[config.mk]
export PLATFORM = sky130hd
export DESIGN_NAME = sa_vc_scheduler
export DESIGN_NICKNAME = d
export VERILOG_FILES = /design/src/rtl/sa_vc_scheduler.sv
export SDC_FILE = /design/constraint.sdc
export NUM_CORES = 1
export LEC_CHECK = 0
export CORE_ASPECT_RATIO = 1.4
export CORE_MARGIN = 2
export CORE_UTILIZATION = 48
export CTS_CLUSTER_SIZE = 10
export DETAILED_ROUTE_END_ITERATION = 10
export PLACE_DENSITY = 0.89
export SYNTH_ARGS = -nofsm -noshare
export SYNTH_HDL_FRONTEND = slang
export SYNTH_SLANG_ARGS = --single-unit
[constraint.sdc]
create_clock -name clk -period 8.9 [get_ports clk]
set_input_delay 0.89 -clock clk [delete_from_list [all_inputs] [get_ports clk]]
set_output_delay 0.89 -clock clk [all_outputs]
set_load 0.01 [all_outputs]
[src/rtl/sa_vc_scheduler.sv]
// Per-input-port switch-allocation scheduler: round-robin pick of one ready VC,
// per-downstream-VC credit tracking, and downstream VC release on TAIL departure.
module sa_vc_scheduler #(
  parameter  int unsigned VC_NUM      = 2,
  parameter  int unsigned BUFFER_SIZE = 8,
  localparam int unsigned VC_SIZE     = $clog2(VC_NUM),
  localparam int unsigned CNT_W       = $clog2(BUFFER_SIZE + 1)
) (
  input  logic                      clk,
  input  logic                      rst,
  input  logic [VC_NUM-1:0]         req_i,
  input  logic [VC_NUM*VC_SIZE-1:0] dvc_i,
  input  logic [VC_NUM-1:0]         is_tail_i,
  input  logic                      out_ready_i,
  input  logic                      credit_valid_i,
  input  logic [VC_SIZE-1:0]        credit_vc_i,
  output logic [VC_NUM-1:0]         grant_o,
  output logic                      grant_valid_o,
  output logic [VC_SIZE-1:0]        grant_vc_o,
  output logic [VC_NUM-1:0]         release_o,
  output logic [VC_NUM*CNT_W-1:0]   credits_o,
  output logic                      err_o
);

  logic [VC_NUM-1:0][CNT_W-1:0] credit_q, credit_d;
  logic [VC_SIZE-1:0]           rr_ptr_q, rr_ptr_d;
  logic                         err_q, err_d;

  logic [VC_NUM-1:0]  elig;
  logic               gnt_found;
  logic [VC_SIZE-1:0] gnt_idx;
  logic [VC_SIZE-1:0] gnt_dvc;

  always_comb begin
    elig = '0;
    for (int unsigned i = 0; i < VC_NUM; i++) begin
      elig[i] = req_i[i] & (credit_q[dvc_i[i*VC_SIZE +: VC_SIZE]] != '0);
    end
  end

  // Scan starts at rr_ptr and wraps; the first eligible VC wins.
  always_comb begin
    int unsigned idx;
    idx       = 0;
    gnt_found = 1'b0;
    gnt_idx   = '0;
    for (int unsigned k = 0; k < VC_NUM; k++) begin
      idx = (32'(rr_ptr_q) + k) % VC_NUM;
      if (out_ready_i && !gnt_found && elig[idx]) begin
        gnt_found = 1'b1;
        gnt_idx   = VC_SIZE'(idx);
      end
    end
    gnt_dvc = dvc_i[gnt_idx*VC_SIZE +: VC_SIZE];
  end

  always_comb begin
    grant_o    = '0;
    release_o  = '0;
    grant_vc_o = '0;
    if (gnt_found && !rst) begin
      grant_o[gnt_idx]   = 1'b1;
      release_o[gnt_dvc] = is_tail_i[gnt_idx];
      grant_vc_o         = gnt_idx;
    end
    grant_valid_o = |grant_o;
  end

  // A debit and a return on the same downstream VC cancel out.
  always_comb begin
    logic dec;
    logic inc;
    dec      = 1'b0;
    inc      = 1'b0;
    credit_d = credit_q;
    err_d    = err_q;
    for (int unsigned d = 0; d < VC_NUM; d++) begin
      dec = gnt_found && (gnt_dvc == VC_SIZE'(d));
      inc = credit_valid_i && (credit_vc_i == VC_SIZE'(d));
      if (dec && !inc) begin
        credit_d[d] = credit_q[d] - CNT_W'(1);
      end else if (inc && !dec) begin
        if (credit_q[d] == CNT_W'(BUFFER_SIZE)) begin
          err_d = 1'b1;
        end else begin
          credit_d[d] = credit_q[d] + CNT_W'(1);
        end
      end
    end
  end

  always_comb begin
    rr_ptr_d = rr_ptr_q;
    if (gnt_found) begin
      rr_ptr_d = (gnt_idx == VC_SIZE'(VC_NUM - 1)) ? '0 : gnt_idx + VC_SIZE'(1);
    end
  end

  always_ff @(posedge clk or posedge rst) begin
    if (rst) begin
      for (int unsigned d = 0; d < VC_NUM; d++) begin
        credit_q[d] <= CNT_W'(BUFFER_SIZE);
      end
      rr_ptr_q <= '0;
      err_q    <= 1'b0;
    end else begin
      credit_q <= credit_d;
      rr_ptr_q <= rr_ptr_d;
      err_q    <= err_d;
    end
  end

  assign credits_o = credit_q;
  assign err_o     = err_q;

endmodule

[After elaboration in Yosys (flattened, before gate mapping)]
Index checks and enable logic that the tools add are counted.
Widths: inputs -> output; s select.
Storage, ports and cells
  bits of input ports: 11
  word-level logic and storage cells: 89
  register bits after elaboration: 10
  output and inout port bits: 15
Operators by class
  add/sub/neg operators: 6
  mux-type cells: 34
  shift-type cells: 1
  equal/unequal tests: 4
  $lt $le $gt $ge: 8
  reduce and logical (&&, ||, !) cells: 27
  bitwise operators: 5
Operators with widths (number)
  $mux 4: 10
  $mux 1: 20
  $logic_and 1x1->1: 14
  $lt 1x2->1 const B: 6
  $add 4x1->4 const B: 2
  $eq 4x4->1 const B: 2
  $reduce_bool 4->1: 2
  $sub 4x1->4 const B: 2
  $logic_not 1->1: 6
  $mux 2: 2
  $ne 2x2->1 const B: 2
  $reduce_and 2->1: 2
  $reduce_bool 2->1: 2
  $add 1x1->1 const B: 2
  $and 1x1->1: 2
  $and 2x2->2: 1
  $demux 1 s1: 2
  $ge 1x1->1 const B: 2
  $not 1->1: 2
  $reduce_or 2->1: 1
  $shiftx 2x2->1: 1

[Logic depth before layout (Yosys ltp)]
Gate-level depths: netlist of the first run.
  depth after elaboration: 22
  mapped depth: 10
  depth with buffers taken out: 10

[Worst setup path after synthesis of the first run]
OpenSTA, ideal clock, no wires.
  kind: input-to-reg
  start: input port out_ready_i
  end: register credit_q (netlist bit credits_o[3])
  cell stages on the path: 10
  data required time: 8.789 ns
  setup time: 0.111 ns
  setup slack: 5.811 ns
  buffers on the path: 0
  arrival: 2.978 ns
  path through: and3_2 a22o_1 a21oi_1 nor3_1 ha_1 ha_1 a21o_1 a21oi_1 mux2_2 o311ai_0
On the way
  cells in the longest elaborated chain, start to end: 13
  elaborated cells on any way between the ends: 18
Ends and longest elaborated chain
  start: declaration: RTL line 14  | input logic out_ready_i,
  $logic_and 1x1->1: RTL line 49  | if (out_ready_i && !gnt_found && elig[idx]) begin
  $mux 1: RTL line 49
  $logic_not 1->1: RTL line 49
  $logic_and 1x1->1 (2 in a row): RTL line 49
  $mux 1: RTL line 49
  $shiftx 2x2->1: RTL line 54  | gnt_dvc = dvc_i[gnt_idx*VC_SIZE +: VC_SIZE];
  $not 1->1: RTL line 78  | dec = gnt_found && (gnt_dvc == VC_SIZE'(d));
  $logic_and 1x1->1 *: RTL line 78
  $logic_not 1->1: RTL line 82  | end else if (inc && !dec) begin
  $logic_and 1x1->1: RTL line 82
  $reduce_bool 2->1 (no line)
  $reduce_and 2->1 (no line)
  end signal: indexed assignment: RTL line 102  | credit_q[d] <= CNT_W'(BUFFER_SIZE);
  end signal: assignment: RTL line 107  | credit_q <= credit_d;
  end: declaration: RTL line 25  | logic [VC_NUM-1:0][CNT_W-1:0] credit_q, credit_d;
Every way passes the cells marked *; elsewhere a longest branch is shown, timed or not.
A chain may end at the register's enable or synchronous reset.

[Worst setup path in the final report of the first run]
  start: input port dvc_i[1]
  end: output port release_o[1]
On the way
  cells in the longest elaborated chain, start to end: 19
  elaborated cells on any way between the ends: 27
Ends and longest elaborated chain
  start: declaration: RTL line 12  | input logic [VC_NUM*VC_SIZE-1:0] dvc_i,
  $mux 4 (not written as such) (2 in a row): RTL line 37  | elig[i] = req_i[i] & (credit_q[dvc_i[i*VC_SIZE +: VC_SIZE]] != '0);
  $reduce_bool 4->1: RTL line 37
  $and 1x1->1: RTL line 37
  $mux 1 (not written as such) (2 in a row): RTL line 49
  $logic_and 1x1->1: RTL line 49
  $mux 1: RTL line 49
  $logic_not 1->1: RTL line 49
  $logic_and 1x1->1 (2 in a row): RTL line 49
  $mux 1: RTL line 49
  $shiftx 2x2->1: RTL line 54
  $lt 1x2->1 (not written as such) / $ge 1x1->1 (equally long branches): RTL line 63  | release_o[gnt_dvc] = is_tail_i[gnt_idx];
  $logic_and 1x1->1 (not written as such): RTL line 63
  $mux 1 (not written as such): RTL line 63
  $demux 1 s1: RTL line 63
  $and 2x2->2 (no line)
  $mux 2 *: RTL line 61  | if (gnt_found && !rst) begin
  end: declaration: RTL line 20  | output logic [VC_NUM-1:0] release_o,
Every way passes the cells marked *; elsewhere a longest branch is shown, timed or not. The select of a mux whose other input is x is not followed.

==> summary.txt, run 1 <==
Power and ir drop
  – Max VDD drop: 0.150 mV
  – Leak pwr: 0.000552 µW
  – Pwr per Cell Area: 234 nW/µm²

Worst hold path
  – Min-delay worst type: reg -> reg
  – WHS Path Cells: 1
  – Worst Hold Path EP: err_o$_DFF_PP0_
  – Worst hold start: err_o$_DFF_PP0_

Placement
  – Hpwl dp: 1.74 mm
  – GPL Wtd Cong: 0.732
  – Setup WS pre-CTS: 5.10 ns
  – IO Port Bufs: 25
  – DP Cell Count: 150

Clocking
  – Hold-fix buffer count after cts: 0
  – Clk Tree Root Cell: clkbuf_4
  – Clk buf depth: 2
  – Clk slew on worst S/H paths: 0.07 ns
  – Post-CTS sizing: 0
  – Post-CTS Setup Repair Bufs: 0
  – Total CTS buffers: 3
  – Insertion delay to the later sink of the worst-skew pair: 0.27 ns
  – CTS tree: yes
  – Clock tree sinks: 10
  – Clock H-tree levels: 1

Routing
  – DR pass1 iterations: 4
  – Vias per inst: 5.86
  – Drt initial violations: 11
  – Wirelength per Cell: 14.4 µm
  – Final ANT Viol Nets: 0
  – DRT Wirelength: 2.22 mm
  – Total vias in the final route: 903
  – DRC viols: 0

Setup path
  – FF-to-FF path depth: 10
  – Setup CP Type: in -> out
  – Buf/Inv on CP: 2
  – Reg2reg end: credits_o[3]$_DFFE_PP1P_
  – Reg2Reg Setup Slack: 5.66 ns
  – Setup crit end kind: output port
  – CP most frequent cell: clkdlybuf4s50_1
  – Worst Path Required: 8.01 ns
  – Top delay family on crit path: buffers and inverters
  – Critical path, cell by cell: clkdlybuf4s50_1 > and3b_1 > a22oi_1 > nor2_1 > o41ai_1 > clkdlybuf4s50_1
  – Crit start category: primary input
  – R2r startpoint: credits_o[4]$_DFFE_PP0P_
  – Critical path's slowest cell: clkdlybuf4s50_1
  – Crit path DAT: 2.95 ns
  – Setup crit start: dvc_i[1]
  – CP max stage delay: 0.59 ns
  – Crit path max fanout: 7

Timing
  – Final Critical Period: 3.84 ns
  – Final hold vios: 0
  – Clock Skew: 0.00493 ns
  – Final TNS setup: 0 ns
  – FMAX: 261 MHz
  – Final critical-path setup slack: 5.06 ns
  – Final setup viols: 0
  – Worst rel slew slack: 56.2%
  – RSZ-0062 raised after global routing: no
  – Worst slew pin tran: 0.648 ns
  – Slew Limit Fails: 0
  – Fin crit share: 43.1%

Yosys
  – Seq/Total Area, Yosys: 27.0%
  – Mean Syn Cell Area: 8.74 µm²
  – Mapped Area: 935 µm²
  – Syn Nets: 128
  – Yosys top cell by area: dfrtp_1
  – Post-synthesis register bit count: 10
  – Yosys Warn Count: 0
  – Yosys cell types: 44
  – Post-synth top flop: dfrtp_1
  – Top-area cell type share of the netlist area: 21.4%
  – Synth top area cells: dfrtp_1, ha_1, dfstp_2
  – Mapped Cells: 107
  – EDFF count, synth: 0
  – Synth async-reset ratio: 100%

Global route
  – Vias in the first global route: 811
  – GR Overflow Total: 0
  – Largest net degree at the start of global routing: 11
  – Number of antenna violations at the first check in global routing: 0
  – Total Routing Usage GR: 21.4%
  – Global-route wire length before repair: 3.39 mm

Die
  – Core area: 1800 µm²
  – Die height: 56.2 µm
  – Die Wd: 41.3 µm
  – I/O pins: 26
  – Row cnt: 18
  – Initial core utilization: 51.9%
  – Die area: 2320 µm²

Final layout
  – Antenna diodes: 0
  – Fillers: 139
  – Area of the multi-input gates: 626 µm²
  – Area grow syn2layout: 32.1%
  – Final cell count without fillers: 154
  – Final Core Density: 68.5%
  – Fraction of layout cells with a size suffix above 1: 10.4%
  – Nets: 156
  – Reg area: 253 µm²

Outcome
  – Status: finished, final reports clean

Flow run
  – Max-Cap Viols: 0
==> power breakdown <==
| part | switching [µW] | internal (µW) |
|---|---|---|
| logic | 70.4 | 79.4 |
| clock network | 17.7 | 24.9 |
| registers | 31.3 | 65.2 |
| total | 119 | 169 |
==> layer usage <==
metal | vias to the layer above | GRT usage, % | wire length (µm)
met2 | 22 | 35.0 | 1170
li1 | 448 | - | -
met5 | - | 0 | 0
met3 | 4 | 4.40 | 91
met1 | 429 | 23.7 | 907
met4 | 0 | 11.5 | 46
==> cells in the final DEF (no fill, tap or decap), drive strengths merged, types with 2 or more instances in the layout <==
| master | instances |
|---|---|
| clkdlybuf4s50 | 25 |
| dfrtp | 8 |
| dfstp | 2 |
| inv | 12 |
| nand2b | 5 |
| fa | 2 |
| nor4 | 4 |
| o41ai | 3 |
| nor2 | 3 |
| and3b | 2 |
| o21ai | 7 |
| o22ai | 2 |
| xnor2 | 3 |
| a22o | 2 |
| nand4 | 2 |
| a22oi | 2 |
| xor2 | 2 |
| and3 | 2 |
| a21oi | 3 |
| a21o | 3 |
| nand2 | 9 |
| or4 | 2 |
| nor3 | 3 |
| ha | 8 |
| clkbuf | 4 |
==> kinds of logic (layout without fill, tap and decap cells) <==
family	count (synthesis)	in the layout	share of synthesized area, %
AO/OA/AOI/OAI	30	30	22.9
XOR/XNOR	5	5	4.69
adder cells (fa/ha/maj)	10	10	15.0
buffers and inverters	14	41	6.02
flip-flops	10	10	27.0
multiplexers	1	1	1.20
AND/OR/NAND/NOR	37	37	23.2
==> worst reg2reg max path: stages, from the launching register on <==
cell	delay (ns)
dfrtp_1	0.47
or4_4	0.59
a22oi_1	0.32
and3_4	0.26
nor3_1	0.05
ha_1	0.27
ha_1	0.29
a21o_1	0.17
a21oi_1	0.24
mux2_2	0.36
o311ai_0	0.10
==> flip-flops by register name (all words and copies together), names as in the netlist <==
register,count
err_o,1
credits_o,8
rr_ptr_q,1
==> synth_stat cells (2+ instances only) <==
cell and count:
xor2_1 2, ha_1 8, and3b_1 2, o21ai_0 6, dfrtp_1 8, nand2_1 9, nand4_1 2, o22ai_1 2
a22oi_1 2, inv_1 12, nor4_1 4, dfstp_2 2, xnor2_1 3, a21oi_1 3, a21o_1 2, o41ai_1 3
fa_1 2, nand2b_1 5, nor3_1 3, nor2_1 3
==> how the worst max path moves through the flow <==
stage / end / slack [ns] / depth (start not counted)
2_1_floorplan: credits_o[3]$_DFFE_PP1P_ / 5.81 / 10
3_3_place_gp: release_o[1] / 5.06 / 6
3_5_place_dp: release_o[1] / 5.10 / 6
4_1_cts: release_o[1] / 5.07 / 6
5_1_grt: release_o[1] / 4.95 / 6
6_report: release_o[1] / 5.06 / 6
==> final cells by class <==
class	count	area share, %
Inverter	12	3.65
Clock buffer	4	2.94
Multi-Input combinational cell	83	50.7
Tap cell	20	2.03
Timing Repair Buffer	25	20.3
Sequential cell	10	20.5
==> metrics by stage <==
| step | cell area [µm²] | hold slack, ns | total power, µW |
|---|---|---|---|
| 5_1_grt | 1230 | 0.538 | 312 |
| 4_1_cts | 1230 | 0.514 | 291 |
| 3_5_place_dp | 1200 | 0.484 | 247 |
| 2_1_floorplan | 935 | 0.502 | 182 |
| 3_3_place_gp | 1200 | 0.493 | 240 |
| 6_report | 1230 | 0.528 | 289 |
(Power assumes the default switching activity.)
==> run 2, diff against run 1 <==
--- a/config.mk
+++ b/config.mk
@@ -7,10 +7,10 @@
 export LEC_CHECK = 0
 export CORE_ASPECT_RATIO = 1.4
 export CORE_MARGIN = 2
-export CORE_UTILIZATION = 48
+export CORE_UTILIZATION = 42
 export CTS_CLUSTER_SIZE = 10
 export DETAILED_ROUTE_END_ITERATION = 10
-export PLACE_DENSITY = 0.89
+export PLACE_DENSITY = 0.83
 export SYNTH_ARGS = -nofsm -noshare
 export SYNTH_HDL_FRONTEND = slang
 export SYNTH_SLANG_ARGS = --single-unit
==> constraint.sdc (replaced) <==
create_clock -name clk -period 3.1 [get_ports clk]
set_input_delay 0.31 -clock clk [delete_from_list [all_inputs] [get_ports clk]]
set_output_delay 0.31 -clock clk [all_outputs]
set_load 0.01 [all_outputs]
==> run 2 against run 1 <==
The run now ends with negative setup slack left. Wire length increased by 18%. Via count increased by 10%. First-iteration DRC count increased by 55%. Register-to-register slack got worse by 5.7 ns. Sequential share of layout area decreased by 2.6 points. Non-clock buffer count increased by 18. Die area increased by 13%. Final area increased by 14%. Core utilization decreased by 3.0 points. Hold slack got worse by 0.025 ns. Clock skew increased by 0.0048 ns. Critical path type is now reg -> reg. Largest power group unchanged.
==> summary.txt, run 2 (synthesized netlist as in run 1, its figures left out) <==
Setup path
  – Top delay family on crit path: compound AO/OA/AOI/OAI gates
  – Setup CP Type: reg -> reg
  – CP max stage delay: 0.59 ns (about the same)
  – Worst Path Required: 3.23 ns (-4.78 ns)
  – Critical path, cell by cell: or4_4 > a22o_4 > and3_4 > o21ba_2 > ha_1 > buf_4 > nand2b_1 > o41ai_1 > buf_4 > o21ai_0
  – Buf/Inv on CP: 2 (unchanged)
  – Crit start category: register
  – Crit path max fanout: 4 (-3)
  – Crit path DAT: 3.24 ns (+0.29 ns)
  – Setup crit end kind: register
  – Critical path's slowest cell: or4_4
  – CP most frequent cell: buf_4

Routing
  – Final ANT Viol Nets: 0 (unchanged)
  – Total vias in the final route: 993 (+10%)
  – Wirelength per Cell: 15.1 µm (+4.7%)
  – Drt initial violations: 17 (+6)
  – DR pass1 iterations: 4 (unchanged)
  – Vias per inst: 5.74 (-2.1%)
  – DRC viols: 0 (unchanged)
  – DRT Wirelength: 2.61 mm (+18%)

Final layout
  – Area grow syn2layout: 51.0%
  – Fillers: 188 (+35%)
  – Most frequent cells in the layout: clkdlybuf4s50_1, buf_4, inv_1
  – Largest register FFs: 8 (unchanged)
  – Commonest non-fill, non-tap cell in the layout: clkdlybuf4s50_1
  – Final Core Density: 65.6% (-3.0 points)
  – Fraction of layout cells with a size suffix above 1: 27.2% (+17 points)
  – Antenna diodes: 0 (unchanged)
  – Final cell count without fillers: 173 (+12%)
  – Nets: 174 (+12%)

Timing
  – Hold WS: 0.503 ns (-0.0251 ns)
  – Fin crit share: 100%
  – Worst slew pin tran: 0.593 ns (-0.0551 ns)
  – Final setup viols: 1 (+1)
  – FMAX: 322 MHz
  – Final TNS setup: -0.00394 ns (-0.00394 ns)
  – Slew Limit Fails: 0 (unchanged)
  – Final Critical Period: 3.10 ns
  – Worst rel slew slack: 59.9% (+3.7 points)
  – Final hold vios: 0 (unchanged)
  – Final critical-path setup slack: -0.00394 ns (-5.07 ns)
  – Clock Skew: 0.00975 ns (+0.00481 ns)

Clocking
  – Hold-fix buffer count after cts: 0 (unchanged)
  – Clock tree sinks: 10 (unchanged)
  – Clock H-tree levels: 1 (unchanged)
  – CTS tree: yes
  – Clk slew on worst S/H paths: 0.06 ns (about the same)
  – Total CTS buffers: 3 (unchanged)
  – Clk Tree Root Cell: clkbuf_4
  – Clk buf depth: 2 (unchanged)
  – Insertion delay to the later sink of the worst-skew pair: 0.27 ns (about the same)

Die
  – Initial core utilization: 43.4% (-8.4 points)
  – Die Wd: 43.9 µm (+6.2%)
  – Core area: 2150 µm² (+19%)
  – I/O pins: 26 (unchanged)
  – Die area: 2620 µm² (+13%)
  – Row cnt: 20 (+2)
  – Die height: 59.8 µm (+6.4%)

Outcome
  – Failing checks: negative setup slack
  – Status: finished, violations left

Worst hold path
  – Min-delay worst type: reg -> reg

Global route
  – Vias in the first global route: 950 (+17%)
  – Number of antenna violations at the first check in global routing: 0 (unchanged)
  – Largest net degree at the start of global routing: 11 (unchanged)
  – GR Overflow Total: 0 (unchanged)
  – Global-route wire length before repair: 4.10 mm (+21%)
  – Total Routing Usage GR: 20.8% (-0.53 points)

Placement
  – DP Cell Count: 169 (+13%)
  – Hpwl dp: 2.00 mm (+15%)
  – IO Port Bufs: 25 (unchanged)
  – GPL Wtd Cong: 0.880 (+20%)
  – Setup WS pre-CTS: -0.0212 ns (-5.12 ns)

Power and ir drop
  – Max VDD drop: 0.377 mV (+150%)
  – Pwr per Cell Area: 666 nW/µm² (+180%)
  – Leak pwr: 0.000647 µW (+17%)

Flow run
  – Max-Cap Viols: 0 (unchanged)
==> run 2: worst paths after layout <==
check                      slack [ns]                       end                startpoint  depth (start not counted)
max                            -0.004  credits_o[6]$_DFFE_PP0P_  credits_o[1]$_DFFE_PP0P_                         10
min                              0.50           err_o$_DFF_PP0_           err_o$_DFF_PP0_                          1
max reg2reg                    -0.004  credits_o[6]$_DFFE_PP0P_  credits_o[1]$_DFFE_PP0P_                         10
min reg2reg                      0.50           err_o$_DFF_PP0_           err_o$_DFF_PP0_                          1
max in group asynchronous        2.25  credits_o[7]$_DFFE_PP1P_                       rst                          2
min in group asynchronous        0.53  credits_o[1]$_DFFE_PP0P_                       rst                          2
==> run 2: worst register-to-register path: cells and delay by family, from the launching register on <==
kind / cells / cell delay, ns
AOI/OAI and AO/OA: 4 / 1.08
and+or+nand+nor: 3 / 0.94
DFF: 1 / 0.39
buffers and inverters: 2 / 0.36
adders and majority gates: 1 / 0.21
==> run 2: stage by stage <==
step | power, µW | area (µm²)
global placement | 789 | 1330
finish | 940 | 1410
floorplan | 523 | 935
global route | 1010 | 1410
detailed placement | 819 | 1330
CTS | 909 | 1360
==> run 2: final cells by class <==
cell class	count	area, µm²	share of cell area, %
inverters	12	45.0	3.19
multi-input cells	83	678	48.0
flip-flops and latches	10	253	17.9
clock buffers	3	22.5	1.60
well taps	22	27.5	1.95
repair buffers	43	385	27.3
==> run 2: report_power, final <==
| group | internal [µW] | switching (µW) |
|---|---|---|
| registers | 188 | 43.6 |
| logic | 324 | 297 |
| clock network | 44.7 | 41.8 |
| total | 557 | 383 |
==> run 2: layer usage <==
layer | global-route usage (%) | share of wire (%) | vias up
li1 | - | - | 485
met1 | 23.2 | 38 | 468
met2 | 38.7 | 56 | 36
met3 | 3.93 | 5.1 | 4
met4 | 6.93 | 1.0 | 0
met5 | 0 | 0 | -
==> run 2: what timing repair did <==
action,in CTS,in global routing
gates cloned,0,0
setup buffers,0,1
gates resized for setup,2,8
pin swaps,0,1
setup endpoints to repair,1,5
==> run 3, diff against run 2 <==
--- a/config.mk
+++ b/config.mk
@@ -10,6 +10,7 @@
 export CORE_UTILIZATION = 42
 export CTS_CLUSTER_SIZE = 10
 export DETAILED_ROUTE_END_ITERATION = 10
+export GPL_TIMING_DRIVEN = 0
 export PLACE_DENSITY = 0.83
 export SYNTH_ARGS = -nofsm -noshare
 export SYNTH_HDL_FRONTEND = slang
==> run 3 against run 2 <==
The run now ends clean. Sequential power grew 20%. Setup slack improved by 0.055 ns. Non-clock buffer count shrank 5. Clock skew down 0.0083 ns. First-iteration DRC count down 12%. Critical endpoint is now credits_o[7]$_DFFE_PP1P_.
==> summary.txt, run 3 (synthesized netlist as in run 1, its figures left out) <==
Outcome
  – Status: finished, final reports clean

Timing
  – Fin crit share: 98.4% (-1.8 points)
  – Clock Skew: 0.00142 ns (-0.00833 ns)
  – Final critical-path setup slack: 0.0507 ns (+0.0546 ns)
  – Final hold vios: 0 (unchanged)
  – Slew Limit Fails: 0 (unchanged)
  – RSZ-0062 raised after global routing: yes
  – FMAX: 328 MHz (+1.8%)
  – Worst rel slew slack: 65.9% (+6.0 points)
  – Worst slew pin tran: 0.507 ns (-0.0863 ns)
  – Final Critical Period: 3.05 ns (-0.0546 ns)
  – Final setup viols: 0 (-1)

Die
  – I/O pins: 26 (unchanged)
  – Die Wd: 43.9 µm (unchanged)
  – Row cnt: 20 (unchanged)
  – Die height: 59.8 µm (unchanged)
  – Core area: 2150 µm² (unchanged)
  – Die area: 2620 µm² (unchanged)
  – Initial core utilization: 43.4% (unchanged)

Clocking
  – Clk slew on worst S/H paths: 0.06 ns (about the same)
  – Insertion delay to the later sink of the worst-skew pair: 0.27 ns (about the same)
  – Clock H-tree levels: 1 (unchanged)
  – Total CTS buffers: 3 (unchanged)
  – CTS tree: yes
  – Clk Tree Root Cell: clkbuf_4
  – Clock tree sinks: 10 (unchanged)
  – Clk buf depth: 2 (unchanged)
  – Hold-fix buffer count after cts: 0 (unchanged)

Routing
  – Final ANT Viol Nets: 0 (unchanged)
  – Drt initial violations: 15 (-2)
  – DRC viols: 0 (unchanged)
  – WL met3: 87 µm (-35%)
  – DRT Wirelength: 2.47 mm (-5.4%)
  – Vias per inst: 5.80 (+1.1%)
  – Total vias in the final route: 981 (-1.2%)
  – Wirelength per Cell: 14.6 µm (-3.2%)
  – DR pass1 iterations: 4 (unchanged)
  – WL met1: 970 µm (-1.2%)
  – Max Used Layer: met4
  – WL met2: 1.32 mm (-9.8%)

Global route
  – Largest net degree at the start of global routing: 11 (unchanged)
  – Number of antenna violations at the first check in global routing: 0 (unchanged)
  – Total Routing Usage GR: 19.4% (-1.4 points)
  – Vias in the first global route: 928 (-2.3%)
  – Global-route wire length before repair: 3.83 mm (-6.6%)
  – GR Overflow Total: 0 (unchanged)

Final layout
  – Reg area: 259 µm² (+2.5%)
  – Most frequent cells in the layout: clkdlybuf4s50_1, buf_4, inv_1
  – Area of the multi-input gates: 694 µm² (+2.4%)
  – Largest register FFs: 8 (unchanged)
  – Area grow syn2layout: 50.2%
  – Nets: 169 (-2.9%)
  – Antenna diodes: 0 (unchanged)
  – Fraction of layout cells with a size suffix above 1: 29.9% (+2.8 points)
  – Final cell count without fillers: 169 (-2.3%)
  – Fillers: 147 (-22%)
  – Commonest non-fill, non-tap cell in the layout: clkdlybuf4s50_1

Setup path
  – Crit start category: register
  – Crit path max fanout: 7 (+3)
  – Crit path DAT: 3.23 ns (about the same)
  – Critical path's slowest cell: dfrtp_2
  – Setup crit end kind: register
  – CP max stage delay: 0.44 ns (-0.15 ns)
  – Setup CP Type: reg -> reg
  – Worst Path Required: 3.28 ns (+0.05 ns)
  – Critical path, cell by cell: buf_4 > nor4_1 > o22ai_1 > o21ai_2 > o21ba_2 > ha_4 > ha_1 > a21o_2 > a21o_1 > xnor2_1 > o31ai_1

Power and ir drop
  – Pwr per Cell Area: 693 nW/µm² (+4.0%)
  – Max VDD drop: 0.441 mV (+17%)
  – Leak pwr: 0.000622 µW (-3.8%)

Placement
  – GPL Wtd Cong: 0.894 (+1.5%)
  – Hpwl dp: 1.77 mm (-11%)
  – Setup WS pre-CTS: -0.158 ns (-0.136 ns)
  – DP Cell Count: 153 (-9.5%)
  – IO Port Bufs: 24 (-4.0%)

Flow run
  – Max-Cap Viols: 0 (unchanged)

Worst hold path
  – Min-delay worst type: in -> async
run 3: cell types whose count changed in the layout (fill, tap and decap cells not counted), moves of 2 or more:
| cell | change |
|---|---|
| buf_4 | -5 |
| dfrtp_1 | -5 |
| dfrtp_2 | +5 |
| ha_1 | -2 |
run 3: repair_timing:
item                                    CTS  global route
setup buffers                             3             9
hold endpoints to repair                  0             0
gates resized for setup                  12             6
endpoints found under the setup margin    3             5
pin swaps                                 1             3
cloned                                    0             0
run 3: layout make-up:
| class | instances | area share, % |
|---|---|---|
| Tap cell | 22 | 1.96 |
| Buffer | 2 | 0.802 |
| Multi-Input combinational cell | 83 | 49.5 |
| Clock buffer | 4 | 2.58 |
| Sequential cell | 10 | 18.4 |
| Inverter | 12 | 3.21 |
| Timing Repair Buffer | 36 | 23.5 |
run 3: path summary, 6_finish.rpt:
check                           cells past startpoint  slack, ns                startpoint                        to
worst max register to register                     11       0.05  credits_o[5]$_DFFE_PP0P_  credits_o[7]$_DFFE_PP1P_
worst min-delay path                                2       0.12                       rst  credits_o[6]$_DFFE_PP0P_
worst max-delay path                               11       0.05  credits_o[5]$_DFFE_PP0P_  credits_o[7]$_DFFE_PP1P_
worst min register to register                      1       0.49           err_o$_DFF_PP0_           err_o$_DFF_PP0_
min in group clk                                    1       0.49           err_o$_DFF_PP0_           err_o$_DFF_PP0_
max in group asynchronous                           2       2.67                       rst  credits_o[3]$_DFFE_PP1P_
run 3: power breakdown:
group,internal [µW],switching [µW]
sequential,194,83.6
clock,71.5,47.1
combinational,319,257
run 3: per-layer routing:
metal	vias up	GRT usage, %
met5	-	0
met4	0	11.7
met3	9	2.72
met2	29	34.9
met1	465	21.0
li1	478	-
run 3: critical path: cells and delay by family, from the launching register on:
family	cells	cell delay [ns]
buffers and inverters	1	0.15
XOR/XNOR	1	0.13
adder cells (fa/ha/maj)	2	0.45
flip-flops	1	0.44
AND/OR/NAND/NOR	1	0.40
AO/OA/AOI/OAI	6	1.37
run 3: through the flow:
stage,setup TNS (ns),total power (µW),area [µm²],utilization (%),hold slack (ns)
3_3_place_gp,-0.151,686,1200,55.9,0.412
3_5_place_dp,-0.314,715,1200,55.9,0.427
4_1_cts,0,882,1300,60.5,0.130
2_1_floorplan,0,523,935,-,0.333
6_report,0,972,1400,65.2,0.125
5_1_grt,-0.258,1040,1400,65.2,0.176
